$ cat config.mk
export PLATFORM = sky130hd
export DESIGN_NAME = complex_vector_op_sequencer_flat
export DESIGN_NICKNAME = d
export VERILOG_FILES = /design/src/rtl/complex_vector_op_sequencer_if.sv /design/src/rtl/complex_vector_op_sequencer.sv /design/src/flat_wrapper.sv
export SDC_FILE = /design/constraint.sdc
export NUM_CORES = 1
export LEC_CHECK = 0
export ABC_AREA = 1
export ABC_CLOCK_PERIOD_IN_PS = 6850
export CAP_MARGIN = 20
export CORE_AREA = 2 2 160 162
export CTS_CLUSTER_DIAMETER = 50
export DETAILED_ROUTE_END_ITERATION = 6
export DIE_AREA = 0 0 162 164
export PLACE_DENSITY_LB_ADDON = 0.08
export SETUP_SLACK_MARGIN = 0.4
export SYNTH_ARGS = -nofsm -noshare
export SYNTH_HDL_FRONTEND = slang
export SYNTH_SLANG_ARGS = --single-unit
$ cat constraint.sdc
create_clock -name clk -period 6.85 [get_ports clk]
set_input_delay 0.685 -clock clk [delete_from_list [all_inputs] [get_ports clk]]
set_output_delay 0.685 -clock clk [all_outputs]
set_load 0.05 [all_outputs]
$ cat src/rtl/complex_vector_op_sequencer_if.sv
// Bundles the control, bank-read, adder and result-write signals of the operand sequencer.
interface complex_vector_op_sequencer_if #(
  parameter int unsigned ADDR_W = 5,
  parameter int unsigned DATA_W = 64
);
  // Control
  logic              go;
  logic [ADDR_W:0]   len;
  logic              op_sel;
  logic              hold;
  logic              busy;
  logic              done;
  logic              err_unexpected;
  // Operand banks
  logic              rd_en;
  logic [ADDR_W-1:0] rd_addr;
  logic [DATA_W-1:0] a_rd_data;
  logic [DATA_W-1:0] b_rd_data;
  // Adder
  logic [DATA_W-1:0] add_a;
  logic [DATA_W-1:0] add_b;
  logic              add_start;
  logic              add_op;
  logic              add_reinit;
  logic              add_finish_dash;
  logic [DATA_W-1:0] add_result;
  // Result bank
  logic              wr_en;
  logic [ADDR_W-1:0] wr_addr;
  logic [DATA_W-1:0] wr_data;

  // Environment side: controller, banks and adder
  modport master (
    output go, len, op_sel, hold, a_rd_data, b_rd_data, add_finish_dash, add_result,
    input  busy, done, err_unexpected, rd_en, rd_addr, add_a, add_b, add_start, add_op,
    input  add_reinit, wr_en, wr_addr, wr_data
  );

  // Sequencer side
  modport slave (
    input  go, len, op_sel, hold, a_rd_data, b_rd_data, add_finish_dash, add_result,
    output busy, done, err_unexpected, rd_en, rd_addr, add_a, add_b, add_start, add_op,
    output add_reinit, wr_en, wr_addr, wr_data
  );
endinterface

$ cat src/rtl/complex_vector_op_sequencer.sv
// Streams LEN operand pairs from the A/B banks into the complex adder and writes the
// adder results back sequentially into the result bank.
module complex_vector_op_sequencer #(
  parameter int unsigned ADDR_W = 5,
  parameter int unsigned DATA_W = 64
) (
  input logic                         clk,
  input logic                         rst,
  complex_vector_op_sequencer_if.slave io
);
  localparam int unsigned   CntW   = ADDR_W + 1;
  localparam logic [CntW-1:0] MaxLen = CntW'(2 ** ADDR_W);

  typedef enum logic [1:0] {StIdle, StIssue, StDrain, StDone} state_e;

  state_e            r_state;
  state_e            w_state_next;
  logic [CntW-1:0]   r_len;
  logic [CntW-1:0]   r_rd_cnt;
  logic [CntW-1:0]   r_wr_cnt;
  logic [CntW-1:0]   r_outst;
  logic              r_op;
  logic              r_start;
  logic              r_err;
  logic [DATA_W-1:0] r_a;
  logic [DATA_W-1:0] r_b;

  logic              w_go_acc;
  logic              w_rd_fire;
  logic              w_wr_fire;
  logic              w_unexp;
  logic              w_active;
  logic [CntW-1:0]   w_len_sat;

  assign w_go_acc  = (r_state == StIdle) && io.go;
  assign w_len_sat = (io.len > MaxLen) ? MaxLen : io.len;
  assign w_rd_fire = (r_state == StIssue) && !io.hold && (r_rd_cnt != r_len);
  assign w_wr_fire = io.add_finish_dash && (r_outst != '0);
  assign w_unexp   = io.add_finish_dash && (r_outst == '0);
  assign w_active  = (r_state == StIssue) || (r_state == StDrain);

  // State register
  always_ff @(posedge clk or posedge rst) begin
    if (rst) r_state <= StIdle;
    else     r_state <= w_state_next;
  end

  // Next-state: leave ISSUE on the final read, leave DRAIN on the final write
  always_comb begin
    w_state_next = r_state;
    unique case (r_state)
      StIdle:  if (w_go_acc) w_state_next = (w_len_sat == '0) ? StDone : StIssue;
      StIssue: if (w_rd_fire && (r_rd_cnt + CntW'(1) == r_len)) w_state_next = StDrain;
      StDrain: if (w_wr_fire && (r_wr_cnt + CntW'(1) == r_len)) w_state_next = StDone;
      StDone:  w_state_next = StIdle;
      default: w_state_next = StIdle;
    endcase
  end

  // Run parameters, counters, outstanding count and sticky error
  always_ff @(posedge clk or posedge rst) begin
    if (rst) begin
      r_len    <= '0;
      r_op     <= 1'b0;
      r_rd_cnt <= '0;
      r_wr_cnt <= '0;
      r_outst  <= '0;
      r_err    <= 1'b0;
    end else begin
      if (w_go_acc) begin
        r_len    <= w_len_sat;
        r_op     <= io.op_sel;
        r_rd_cnt <= '0;
        r_wr_cnt <= '0;
      end else begin
        if (w_rd_fire) r_rd_cnt <= r_rd_cnt + CntW'(1);
        if (w_wr_fire) r_wr_cnt <= r_wr_cnt + CntW'(1);
      end
      r_outst <= r_outst + CntW'(r_start) - CntW'(w_wr_fire);
      if (w_unexp)       r_err <= 1'b1;
      else if (w_go_acc) r_err <= 1'b0;
    end
  end

  // Issue pipeline: start follows the read by one cycle, operands held between starts
  always_ff @(posedge clk or posedge rst) begin
    if (rst) begin
      r_start <= 1'b0;
      r_a     <= '0;
      r_b     <= '0;
    end else begin
      r_start <= w_rd_fire;
      if (r_start) begin
        r_a <= io.a_rd_data;
        r_b <= io.b_rd_data;
      end
    end
  end

  // Bank data is already registered in the banks, so it reaches the adder in the start cycle
  assign io.add_a      = r_start ? io.a_rd_data : r_a;
  assign io.add_b      = r_start ? io.b_rd_data : r_b;
  assign io.add_start  = r_start;
  assign io.add_op     = w_active && r_op;
  assign io.add_reinit = (r_state != StIdle);

  assign io.rd_en   = w_rd_fire;
  assign io.rd_addr = w_rd_fire ? r_rd_cnt[ADDR_W-1:0] : '0;

  assign io.wr_en   = w_wr_fire;
  assign io.wr_addr = w_wr_fire ? r_wr_cnt[ADDR_W-1:0] : '0;
  assign io.wr_data = w_wr_fire ? io.add_result : '0;

  assign io.busy           = w_active;
  assign io.done           = (r_state == StDone);
  assign io.err_unexpected = r_err;
endmodule
$ cat src/flat_wrapper.sv
// flat-port wrapper written by rule: the top's interface ports become plain ports
module complex_vector_op_sequencer_flat 
#(
  parameter int unsigned ADDR_W = 5,
  parameter int unsigned DATA_W = 64
)
  (clk, rst, io_go, io_len, io_op_sel, io_hold, io_a_rd_data, io_b_rd_data, io_add_finish_dash, io_add_result, io_busy, io_done, io_err_unexpected, io_rd_en, io_rd_addr, io_add_a, io_add_b, io_add_start, io_add_op, io_add_reinit, io_wr_en, io_wr_addr, io_wr_data);
  complex_vector_op_sequencer_if #(.ADDR_W(ADDR_W), .DATA_W(DATA_W)) io_i ();
  input logic clk;
  input logic rst;
  input wire logic [$bits(io_i.go)-1:0] io_go;
  input wire logic [$bits(io_i.len)-1:0] io_len;
  input wire logic [$bits(io_i.op_sel)-1:0] io_op_sel;
  input wire logic [$bits(io_i.hold)-1:0] io_hold;
  input wire logic [$bits(io_i.a_rd_data)-1:0] io_a_rd_data;
  input wire logic [$bits(io_i.b_rd_data)-1:0] io_b_rd_data;
  input wire logic [$bits(io_i.add_finish_dash)-1:0] io_add_finish_dash;
  input wire logic [$bits(io_i.add_result)-1:0] io_add_result;
  output wire logic [$bits(io_i.busy)-1:0] io_busy;
  output wire logic [$bits(io_i.done)-1:0] io_done;
  output wire logic [$bits(io_i.err_unexpected)-1:0] io_err_unexpected;
  output wire logic [$bits(io_i.rd_en)-1:0] io_rd_en;
  output wire logic [$bits(io_i.rd_addr)-1:0] io_rd_addr;
  output wire logic [$bits(io_i.add_a)-1:0] io_add_a;
  output wire logic [$bits(io_i.add_b)-1:0] io_add_b;
  output wire logic [$bits(io_i.add_start)-1:0] io_add_start;
  output wire logic [$bits(io_i.add_op)-1:0] io_add_op;
  output wire logic [$bits(io_i.add_reinit)-1:0] io_add_reinit;
  output wire logic [$bits(io_i.wr_en)-1:0] io_wr_en;
  output wire logic [$bits(io_i.wr_addr)-1:0] io_wr_addr;
  output wire logic [$bits(io_i.wr_data)-1:0] io_wr_data;
  assign io_i.go = io_go;
  assign io_i.len = io_len;
  assign io_i.op_sel = io_op_sel;
  assign io_i.hold = io_hold;
  assign io_i.a_rd_data = io_a_rd_data;
  assign io_i.b_rd_data = io_b_rd_data;
  assign io_i.add_finish_dash = io_add_finish_dash;
  assign io_i.add_result = io_add_result;
  assign io_busy = io_i.busy;
  assign io_done = io_i.done;
  assign io_err_unexpected = io_i.err_unexpected;
  assign io_rd_en = io_i.rd_en;
  assign io_rd_addr = io_i.rd_addr;
  assign io_add_a = io_i.add_a;
  assign io_add_b = io_i.add_b;
  assign io_add_start = io_i.add_start;
  assign io_add_op = io_i.add_op;
  assign io_add_reinit = io_i.add_reinit;
  assign io_wr_en = io_i.wr_en;
  assign io_wr_addr = io_i.wr_addr;
  assign io_wr_data = io_i.wr_data;
  complex_vector_op_sequencer #(.ADDR_W(ADDR_W), .DATA_W(DATA_W)) u_core (.clk(clk), .rst(rst), .io(io_i));
endmodule
==> results of run 1 <==
where the power goes:
part           switching [W]  total, W  internal, W
Sequential          0.000202   0.00157      0.00137
Clock               0.000410  0.000915     0.000505
Combinational        0.00271   0.00423      0.00152
Total                0.00332   0.00672      0.00340
cell usage after synthesis (4+ instances only):
| library cell | count |
|---|---|
| a21oi_1 | 7 |
| buf_2 | 12 |
| clkbuf_1 | 8 |
| dfrtp_1 | 157 |
| ha_1 | 14 |
| inv_1 | 106 |
| mux2_2 | 128 |
| nand2_1 | 74 |
| nand3_1 | 19 |
| nand4_1 | 5 |
| nor2_1 | 94 |
| nor2_2 | 4 |
| o21ai_0 | 10 |
| o22ai_1 | 7 |
| xnor2_1 | 4 |
| xor2_1 | 6 |
tightest hold or removal path: cells and delay by family (launching register included):
family,cells,cell delay (ns)
flops,1,0.35
simple gates,2,0.10
final timing paths:
path	slack, ns	startpoint	endpoint
max reg2reg	3.69	u_core.io.add_start	u_core.r_outst[4]
max in group asynchronous	4.55	rst	u_core.r_b[56]
min reg2reg	0.48	u_core.r_op	u_core.r_op
max	2.69	u_core.io.add_start	io_add_a[8]
min in group asynchronous	0.75	rst	u_core.r_state[1]
min	0.48	u_core.r_op	u_core.r_op
area by class of cell:
cell class,count,area (um2),area share [%]
tap,330,413,3.37
clock inverter,13,133,1.08
timing repair buffer,416,4170,34.1
inverter,108,410,3.35
clock buffer,17,425,3.48
multi-input combinational,386,2750,22.5
antenna,3,7.51,0.0613
sequential,157,3930,32.1
flip-flops by register name (all words and copies together) (netlist names):
register	count
u_core.r_op	1
u_core.r_b	64
u_core.r_wr_cnt	6
u_core.r_rd_cnt	6
u_core.r_a	64
u_core.r_outst	6
u_core.r_len	6
u_core.io.err_unexpected	1
u_core.r_state	2
u_core.io.add_start	1
per-layer routing:
metal	GRT usage [%]	up-vias	routed length (um)
li1	-	2952	-
met1	19.3	2866	8940
met2	30.6	277	12000
met3	6.41	19	2210
met4	5.79	0	366
met5	0	-	0
logic make-up (layout without fill, tap and decap cells):
| group | count (synthesis) | count (layout) | synth area share, % |
|---|---|---|---|
| xor+xnor | 12 | 12 | 1.67 |
| fa+ha+maj | 15 | 15 | 2.71 |
| buf+inv | 133 | 554 | 7.25 |
| simple gates | 205 | 205 | 11.6 |
| other cells | 0 | 3 | 0 |
| mux | 128 | 128 | 20.0 |
| compound gates | 26 | 26 | 2.12 |
| flops | 157 | 157 | 54.6 |
per-stage QoR:
step                total power (W)  cell area (um2)  instances  worst slack (ns)
finish                      0.00672            12200       1430              2.69
global route                0.00706            12200       1430              2.48
CTS                         0.00681            12200       1426              2.59
detailed placement          0.00587            11700       1396              3.01
global placement            0.00584            11700       1396              3.02
floorplan                   0.00447             7200        676              1.93
==> summary.md, run 1 <==
| Metric | Value |
|---|---|
| Port Buffers | slightly above 400 |
| Die X-Extent | 162 um |
| Worst Hold Margin | roughly 0.48 ns |
| Layout cells sized above 1 | between 10% and 20% |
| Critical Path RT | ~6.2 ns |
| Grt ovf | 0 |
| Worst-Margin Slew | ~1.1 ns |
| Status | completed |
| Clk_lat worst skew | 0.42 ns |
| CP Capture Type | output port |
| Clock Skew | about 0.014 ns |
| CP max stage delay | between 1 and 1.5 ns |
| Hold Path Cell Cnt | 2 |
| # resized after CTS | 0 |
| Slew Viols, Final | 0 |
| Max clock buf depth | 2 |
| Cell Area, Synth | 7200 um2 |
| CTS tree | yes |
| Postcts setup bufs | 0 |
| Mean post-synth cell area | between 10 and 15 um2 |
| DR pass1 iterations | 4 |
| Post-synth top flop | dfrtp_1 |
| Fillers | between 2k and 2.5k |
| Core footprint | between 20,000 and 25,000 um2 |
| Peak VDD IR | between 300 and 400 uV |
| Antenna violations before repair | 3 |
| Hold crit path type | register to register |
| LEAKAGE | about 5.4 nW |
| Synth unique cells | 28 |
| Asr flop ratio synth | 100% |
| GPL Wtd Cong | 0.857 |
| Final wirelength | ~23 mm |
| NumNets Final | approximately 1.3k |
| Post-synth top area cell | dfrtp_1 |
| Clock transition at the registers of the reported paths | ~0.060 ns |
| Critical path's top delay family | buffers and inverters |
| Post-CTS Hold Fix Bufs | 0 |
| Pwr per Cell Area | roughly 550 nW/um2 |
| Yosys warns | 0 |
| Layout Utilization | 49.3% |
| Most common cell after layout, fill and taps aside | clkdlybuf4s50_1 |
| Total global-route track usage | between 10% and 20% |
| CP Launch Type | register |
| Initial Util | 29.0% |
| H-Tree Depth | 4 |
| WL per Instance | 16.4 um |
| Buf/Inv on CP | 2 |
| Post-synthesis cell count | between 600 and 700 |
| Die ar. | 26,600 um2 |
| Worst rel slew slack | a little over a quarter |
| CP Cell Sequence | buf_4 > mux2_2 > clkdlybuf4s50_1 |
| Tmin final | approximately 4.2 ns |
| Routed vias/inst | around 4.3 |
| Setup TNS Final | 0 ns |
| Post-synth EDFFs | 0 |
| Initial drt markers | slightly above 200 |
| Area Growth Syn to Fin | 70.0% |
| Largest net degree at the start of global routing | 89 |
| Number of global-route vias before repair | about 6k |
| CTS Buf Count | 17 |
| Flop and latch count out of synthesis | between 150 and 200 |
| Worst-path fanout max | between 80 and 90 |
| Period utilization | about three fifths |
| Critical path arrival | between 3 and 4 ns |
| Final setup violation count | 0 |
| Peak Freq | around 0.24 GHz |
| Via count | 6,114 |
| Crit Path Class | register to output port |
| Max-Cap Viols | 0 |
| Cell Rows | 58 |
| I/O pins | slightly above 400 |
| Final HPWL DP | about 18 mm |
| First-pass GRT wire length | 34.6 mm |
| Register area share after synthesis | about 55% |
| Cell count along the critical path | 3 |
| Total DRC errors in the routed layout | 0 |
| ANT nets after route | 0 |
| Ranking of synthesized cells by area | dfrtp_1 (55%), mux2_2 (20%), inv_1 (5.5%) |
| RSZ-0062 raised after global routing | no |
| Clock root buffer | clkbuf_16 |
| Highest-delay cell along the critical path | dfrtp_4 |
| Most frequent cells in the layout | clkdlybuf4s50_1 (413), dfrtp_1 (156), mux2_2 (128) |
| Sink Count | 157 |
| R2R cell count | 8 |
| Syn_nets | between 800 and 900 |
| Fin. Hold Viols | 0 |
| Share of the synthesized area in the top cell type | a little over half |
| Die Height | 164 um |
Note: power is estimated with default switching activity, not from simulation.
==> run 2: changes to the inputs <==
--- a/config.mk
+++ b/config.mk
@@ -6,7 +6,7 @@
 export NUM_CORES = 1
 export LEC_CHECK = 0
 export ABC_AREA = 1
-export ABC_CLOCK_PERIOD_IN_PS = 6850
+export ABC_CLOCK_PERIOD_IN_PS = 3500
 export CAP_MARGIN = 20
 export CORE_AREA = 2 2 160 162
 export CTS_CLUSTER_DIAMETER = 50
==> constraint.sdc (replaced) <==
create_clock -name clk -period 3.5 [get_ports clk]
set_input_delay 0.35 -clock clk [delete_from_list [all_inputs] [get_ports clk]]
set_output_delay 0.35 -clock clk [all_outputs]
set_load 0.05 [all_outputs]
==> run 2 against run 1 <==
Sequential power rose by 92%. Critical path depth stayed put. Largest power group unchanged. Global-route usage rose by 0.20 points. Routed wire length rose by 0.16%. Critical endpoint is now io_add_b[39].
==> summary.md, run 2 (synthesized netlist as in run 1, its figures left out) <==
| Metric | Value |
|---|---|
| CP Cell Sequence | buf_4 > mux2_2 > clkdlybuf4s50_1 |
| Clock Skew | 0.00872 ns (-0.00520 ns) |
| First-pass GRT wire length | 35.1 mm (+1.4%) |
| Max clock buf depth | 2 (unchanged) |
| Max-Cap Viols | 0 (unchanged) |
| LEAKAGE | 5.60 nW (+4.4%) |
| Sequential Area | 3930 um2 (unchanged) |
| Biggest regs | u_core.r_a x64, u_core.r_b x64 |
| Hold crit path type | primary input to async pin |
| DR pass1 iterations | 4 (unchanged) |
| Initial Util | 29.0% (unchanged) |
| Area Growth Syn to Fin | 67.7% |
| Largest net degree at the start of global routing | 75 (-16%) |
| CTS tree | yes |
| Peak Freq | 0.349 GHz |
| Final wirelength | 23.5 mm (+0.16%) |
| Initial drt markers | 181 (-10%) |
| Routed vias/inst | 4.29 (+0.43%) |
| Status | completed |
| Critical path's top delay family | buffers and inverters |
| Critical Path RT | 3.15 ns (-3.01 ns) |
| Grt ovf | 0 (unchanged) |
| Most frequent cells in the layout | clkdlybuf4s50_1 (339), dfrtp_1 (156), mux2_2 (128) |
| Worst rel slew slack | 54.9% (+28 points) |
| Critical path arrival | 2.52 ns (-0.96 ns) |
| H-Tree Depth | 4 (unchanged) |
| Place WS | 0.588 ns (-2.42 ns) |
| Clock root buffer | clkbuf_16 |
| Antenna violations before repair | 1 (-2) |
| Pwr per Cell Area | 1100 nW/um2 (+100%) |
| Highest-delay cell along the critical path | clkdlybuf4s50_1 |
| Via count | 6,166 (+0.85%) |
| Clock transition at the registers of the reported paths | 0.06 ns (about the same) |
| Die X-Extent | 162 um (unchanged) |
| Die ar. | 26,600 um2 (unchanged) |
| Worst r2r src | u_core.r_outst[2] |
| Tmin final | between 2 and 3 ns |
| Setup TNS Final | 0 ns (unchanged) |
| CTS Buf Count | 17 (unchanged) |
| CP max stage delay | 0.74 ns (-0.37 ns) |
| R2r endpoint | u_core.r_outst[4] |
| Fin. Hold Viols | 0 (unchanged) |
| Total global-route track usage | 17.5% (+0.20 points) |
| Port Buffers | 413 (unchanged) |
| Worst-Margin Slew | 0.675 ns (-0.414 ns) |
| CP Capture Type | output port |
| Total DRC errors in the routed layout | 0 (unchanged) |
| Cell Rows | 58 (unchanged) |
| Cell count along the critical path | 3 (unchanged) |
| Clk_lat worst skew | 0.42 ns (about the same) |
| Layout cells sized above 1 | 23.0% (+6.8 points) |
| WL per Instance | 16.4 um (-0.26%) |
| RSZ-0062 raised after global routing | no |
| Fillers | 2,327 (-1.0%) |
| Worst setup margin | 0.633 ns (-2.06 ns) |
| Worst-path fanout max | 24 (-70%) |
| Sink Count | 157 (unchanged) |
| Number of global-route vias before repair | 6,168 (+1.6%) |
| ANT nets after route | 0 (unchanged) |
| Total power | 0.0133 W (+98%) |
| Peak VDD IR | 568 uV (+86%) |
| Buf/Inv on CP | 2 (unchanged) |
| GPL Wtd Cong | 0.832 (-2.8%) |
| Crit Path Class | register to output port |
| NumNets Final | 1,312 (+0.54%) |
| Core footprint | 24,800 um2 (unchanged) |
| Slew Viols, Final | 0 (unchanged) |
| Period utilization | 81.9% |
| Multi-input logic area | 2750 um2 (unchanged) |
| Die Height | 164 um (unchanged) |
| R2R Setup Slk | 0.98 ns (-2.71 ns) |
| R2R cell count | 16 (+8) |
| Worst Setup SP | u_core.io.add_start |
| Most common cell after layout, fill and taps aside | clkdlybuf4s50_1 |
| I/O pins | 414 (unchanged) |
| Final setup violation count | 0 (unchanged) |
| CP Launch Type | register |
| Final HPWL DP | 18.4 mm (+0.89%) |
run 2: cell types whose count changed in the layout (fill, tap and decap cells not counted), sizes merged, moves of 3 or more:
cell and change:
clkbuf +56, dlymetal6s2s +5, inv -4, clkdlybuf4s50 -74, clkinv +5, clkinvlp -3, buf +21
run 2: final cells by class:
class                           instances  area share, %
Clock buffer                           18           3.55
Antenna cell                            1         0.0207
Inverter                              108           3.39
Timing Repair Buffer                  423           32.9
Sequential cell                       157           32.6
Tap cell                              330           3.42
Clock inverter                         13           1.37
Multi-Input combinational cell        386           22.8
run 2: timing repair:
| item | CTS | global route |
|---|---|---|
| gates resized for setup | 55 | 115 |
| pin swaps | 0 | 0 |
| hold buffers | 0 | 0 |
| setup endpoints to repair | 80 | 60 |
| setup buffers | 1 | 0 |
run 2: worst reg2reg max path: cells and delay by family, from the launching register on:
| family | cells | cell delay (ns) |
|---|---|---|
| AOI/OAI and AO/OA | 1 | 0.21 |
| xor gates and xnor gates | 1 | 0.14 |
| adders and majority gates | 3 | 0.78 |
| DFF | 1 | 0.36 |
| and+or+nand+nor | 5 | 0.55 |
| buffers and inverters | 6 | 0.36 |
run 2: report_power, final:
| part | switching, W | total (W) | internal, W |
|---|---|---|---|
| logic | 0.00540 | 0.00837 | 0.00297 |
| registers | 0.000328 | 0.00302 | 0.00269 |
| clock network | 0.000769 | 0.00190 | 0.00113 |
run 2: worst max-delay path by stage:
stage	endpoint
4_1_cts	io_rd_addr[0]
3_5_place_dp	io_wr_data[25]
3_3_place_gp	io_wr_data[60]
5_1_grt	io_wr_data[61]
2_1_floorplan	u_core.r_outst[4]
6_report	io_add_b[39]
run 2: routing by layer:
metal	vias up	part of all wire (%)	GRT usage (%)	wire length (um)
met1	2894	39	20.0	9270
met3	24	8.2	5.40	1930
met5	-	0	0	0
met2	281	50	31.2	11800
li1	2967	-	-	-
met4	0	2.1	5.95	487
run 2: stage by stage:
stage / cells / utilization, % / area, um2 / hold slack (ns)
5_1_grt: 1436 / 48.6 / 12100 / 0.419
4_1_cts: 1435 / 49.4 / 12300 / 0.389
2_1_floorplan: 676 / - / 7200 / 0.449
3_5_place_dp: 1403 / 47.2 / 11700 / 0.474
6_report: 1436 / 48.6 / 12100 / 0.381
3_3_place_gp: 1403 / 47.2 / 11700 / 0.467
